### config.mk
export PLATFORM = sky130hd
export DESIGN_NAME = fifo_wptr_full
export DESIGN_NICKNAME = d
export VERILOG_FILES = /design/src/rtl/fifo_wptr_full.sv
export SDC_FILE = /design/constraint.sdc
export NUM_CORES = 1
export LEC_CHECK = 0
export BUFFER_PORTS_ARGS = -buffer_cell sky130_fd_sc_hd__buf_4
export CAP_MARGIN = 20
export CORE_AREA = 4 4 41 43
export CTS_BUF_LIST = sky130_fd_sc_hd__clkbuf_8
export DETAILED_ROUTE_END_ITERATION = 7
export DIE_AREA = 0 0 45 47
export PLACE_DENSITY = 0.82
export SETUP_SLACK_MARGIN = 0.05
export SYNTH_ARGS = -nofsm -noshare
export SYNTH_HDL_FRONTEND = slang
export SYNTH_SLANG_ARGS = --single-unit
### constraint.sdc
create_clock -name clk -period 3.25 [get_ports clk]
set_input_delay 0.325 -clock clk [delete_from_list [all_inputs] [get_ports clk]]
set_output_delay 0.325 -clock clk [all_outputs]
set_load 0.02 [all_outputs]
### src/rtl/fifo_wptr_full.sv
// Write-side pointer and flag generator for an asynchronous FIFO.
// It produces the Gray write pointer for the read domain and the full, almost-full, level and overflow flags.
`timescale 1ns/1ps
module fifo_wptr_full #(
  parameter int ADDR_WIDTH = 3,
  parameter int AF_LEVEL   = 6
) (
  input  logic                  clk,
  input  logic                  rst_n,
  input  logic                  winc,
  input  logic [ADDR_WIDTH:0]   wq2_rptr,
  input  logic                  clr_ovf,
  output logic [ADDR_WIDTH-1:0] waddr,
  output logic [ADDR_WIDTH:0]   wptr,
  output logic                  wfull,
  output logic                  walmost_full,
  output logic [ADDR_WIDTH:0]   wlevel,
  output logic                  overflow
);

  localparam int PW = ADDR_WIDTH + 1;
  // Full means the write pointer is one lap ahead of the read pointer.
  // In Gray code that is the read pointer with its top two bits inverted.
  localparam logic [PW-1:0] FULL_MASK = PW'(3) << (PW - 2);

  logic [PW-1:0] wbin_q, wbin_d;
  logic [PW-1:0] wptr_q, wgray_d;
  logic [PW-1:0] wlevel_q, wlevel_d;
  logic [PW-1:0] rbin;
  logic          wfull_q, wfull_d;
  logic          walmost_full_q, walmost_full_d;
  logic          overflow_q, overflow_d;
  logic          wen;

  function automatic logic [PW-1:0] gray2bin(input logic [PW-1:0] g);
    logic [PW-1:0] b;
    b[PW-1] = g[PW-1];
    for (int i = PW - 2; i >= 0; i--) begin
      b[i] = b[i+1] ^ g[i];
    end
    return b;
  endfunction

  // NOTE: every signal gets a value on every path through always_comb, so no latch is inferred.
  always_comb begin
    wen            = winc & ~wfull_q;
    wbin_d         = wbin_q + {{(PW-1){1'b0}}, wen};
    wgray_d        = wbin_d ^ (wbin_d >> 1);
    rbin           = gray2bin(wq2_rptr);
    wlevel_d       = wbin_d - rbin;
    wfull_d        = (wgray_d == (wq2_rptr ^ FULL_MASK));
    walmost_full_d = (wlevel_d >= PW'(AF_LEVEL));
    // A write attempted while full sets the flag even if a clear arrives in the same cycle.
    overflow_d     = (winc & wfull_q) | (overflow_q & ~clr_ovf);
  end

  // NOTE: state registers use non-blocking assignments so all of them update together from the old values.
  always_ff @(posedge clk or negedge rst_n) begin
    if (!rst_n) begin
      wbin_q         <= '0;
      wptr_q         <= '0;
      wlevel_q       <= '0;
      wfull_q        <= 1'b0;
      walmost_full_q <= 1'b0;
      overflow_q     <= 1'b0;
    end else begin
      wbin_q         <= wbin_d;
      wptr_q         <= wgray_d;
      wlevel_q       <= wlevel_d;
      wfull_q        <= wfull_d;
      walmost_full_q <= walmost_full_d;
      overflow_q     <= overflow_d;
    end
  end

  // The pointer crosses clock domains, so it is taken straight from its flop.
  assign wptr         = wptr_q;
  assign waddr        = wbin_q[ADDR_WIDTH-1:0];
  assign wfull        = wfull_q;
  assign walmost_full = walmost_full_q;
  assign wlevel       = wlevel_q;
  assign overflow     = overflow_q;

endmodule

==> flow_summary.toml <==
[detailed_routing]
route.vias.total = 525
wirelength_um = 1537
wire_per_inst_um = 15.37
initialDrtViolationCount = 11
ant_nets = 0
drc = 0
first_pass_iters = 4
vias_per_cell = 5.250

[clock_network]
cts_max_level = 1
ctsResizeCount = 0
cts_buffer_depth = 2
path_clk_slew_ps = 60
cts.sinks = 14
clk-insertion-delay-late_ps = 240
numCtsBuffers = 3
ctsHoldBuffers = 1
cts_setup_buffers = 0
cts_tree = "done"
cts_root_buf = "clkbuf_8"

[synthesis]
yosysTopAreaCell = "dfrtp_1"
synth_commonest_cells = "14 x dfrtp_1, 8 x inv_1, 8 x xnor2_1, 7 x xor2_1, 5 x ha_1"
synth_cell_type_count = 20
synth_top_family_by_area = "XOR/XNOR gates"
synth_compound_area_share_pct = 9.043
yosysMostFrequentCell = "dfrtp_1"
yosysWarnings = 0
syn-instance-count = 59
ys_seq_elements = 14
synth_area_leaders = "dfrtp_1 50%, xnor2_1 9.9%, ha_1 8.9%"
synth_flop_cell = "dfrtp_1"
synth_simple_gate_area_share_pct = 4.433
synth_top_area_share_pct = 49.65
syn_nets = 73
syn_area_per_cell_sq_um = 11.96
synthXorXnorAreaFrac_pct = 20.92
synthAdderAreaFrac_pct = 11.70
synthMuxAreaShare_pct = 0
synth_edf_count = 0
async_flop_share_pct = 100.0
ys_seq_area_share_pct = 49.65
syn-cell-area_sq_um = 705.7

[die]
core_area_sq_um = 1301
die_y_um = 47
die-area_sq_um = 2115
rows = 13
die_w_um = 45
start_util_pct = 54.23
top_level_ports = 22

[power]
sequentialPowerShare_pct = 25.5
power_density_nw_per_um2 = 1361
combPwrFrac_pct = 61.3
clkPwrFrac_pct = 13.3
p_int_uw = 725.3
p_leak_nw = 0.4858
switching_share_pct = 43.74
switchingPower_uw = 564.0
ir_drop_mv = 0.7547

[sta]
tightest_slew_ps = 495.8
postLayoutSetupSlackWorst_ps = 1002
timing.final.max_slew_violations = 0
setup_viol = 0
post-route-min-period_ps = 2248
tns_ps = 0
hold_viol_final = 0
fmax_mhz = 444.8
rsz0062_at_grt = "no"
slew_headroom_pct = 66.71
fin_skew_ps = 3.098
fin_crit_sh_pct = 69.17

[setup_path]
criticalPathCategory = "reg2reg"
critical_path_arrival_ps = 2370
cp-start-kind = "flip-flop"
cpMaxStageDelayCell = "fa_1"
cp_cell_sequence = "nor2b_1, ha_1, ha_1, inv_1, fa_1, inv_1, a22oi_1, o211ai_1"
cp-end-kind = "flip-flop"
required_ps = 3370
cp_max_fo = 6
max_stage_delay_ps = 570
rr_worst_depth = 8

[place]
place_area_sq_um = 882.1
place_congestion = 0.7795
place_inst = 95
dp_hpwl_um = 1071
place_ws_ps = 905.6
port_buffers = 21

[global_routing]
grt_first_pass_wirelength_um = 2497
grt_pass1_vias = 552
grt_start_max_net_pins = 15
overflow = 0
track_usage_pct = 17.26
antenna_found_initial = 0

[hold_path]
holdCritPathClass = "in2reg"
whs_path_depth = 2

[run_status]
status = "finished, final reports clean"

[layout]
drive_above_1_share_pct = 30.59
final_cells = 100
finalNetCount = 100
finalInstanceArea_sq_um = 947.2
nFillCells = 99
syn_to_final_growth_pct = 34.22
final_core_utilization_pct = 72.79
antenna_cells = 0

[job]
drv_cap = 0
## worst paths after layout
check,from,to,slack [ps]
max reg2reg,wfull,walmost_full,1000
max in group asynchronous,rst_n,wptr[2],2610
min in group asynchronous,rst_n,wptr[1],470
max,wfull,walmost_full,1000
min,clr_ovf,overflow,270
min reg2reg,wfull,overflow,550
## routing by layer
layer | share of wire (%) | GRT usage [%] | up-vias | routed length, um
met4 | 2.7 | 11.11 | 0 | 42
met5 | 0 | 0 | - | 0
met1 | 37 | 19.57 | 257 | 571
met3 | 6.4 | 5.364 | 4 | 99
met2 | 54 | 28.25 | 22 | 825
li1 | - | - | 242 | -
## cells in the final DEF (no fill, tap or decap), drive strengths merged
cell type	netlist	final
o211ai	1	1
o211a	1	1
xnor2	8	8
a21boi	1	1
buf	0	21
a211o	1	1
clkbuf	0	4
o21ai	1	1
a22oi	1	1
nand3	1	1
fa	1	1
inv	8	8
and3	1	1
dlygate4sd3	0	1
nor2b	1	1
ha	5	5
xor2	8	8
nor3	2	2
a21oi	2	2
dfrtp	14	14
nand2	1	1
a21o	1	1
## cell families (layout without fill, tap and decap cells)
group           Yosys count  count (layout)
buf+inv                   8              34
fa+ha+maj                 6               6
flops                    14              14
compound gates            9               9
simple gates              6               6
xor+xnor                 16              16
## cell type report
class / count / area, sq um / share of cell area [%]
Clock buffer: 4 / 55.05 / 5.812
Sequential cell: 14 / 350.3 / 36.99
Tap cell: 15 / 18.77 / 1.982
Timing Repair Buffer: 22 / 167.7 / 17.70
Multi-Input combinational cell: 37 / 325.3 / 34.35
Inverter: 8 / 30.03 / 3.170
## power groups by stage
stage | logic [mW] | registers, mW | clock network, mW
2_1_floorplan | 0.427 | 0.433 | 0
3_3_place_gp | 0.749 | 0.323 | 0
3_5_place_dp | 0.773 | 0.330 | 0
4_1_cts | 0.790 | 0.329 | 0.175
5_1_grt | 0.852 | 0.338 | 0.185
6_report | 0.790 | 0.329 | 0.171
## worst max-delay path: cells and delay by family (launching register included)
kind / cells / cell delay (ps)
adder cells (fa/ha/maj): 3 / 1200
flip-flops: 1 / 380
AO/OA/AOI/OAI: 2 / 290
buffers and inverters: 2 / 200
AND/OR/NAND/NOR: 1 / 60
## registers in the layout (all words and copies together), names as in the netlist
signal	count
wfull	1
walmost_full	1
overflow	1
wlevel	4
wbin_q	4
wptr	3
## stage by stage
step                      hold slack, ps  power [mW]
after floorplan                    29.41      0.8606
after global placement             178.5       1.072
after detailed placement           180.8       1.103
after CTS                          273.3       1.294
after global routing               277.4       1.374
final                              270.6       1.289
Note: power is estimated with default switching activity, not from simulation.
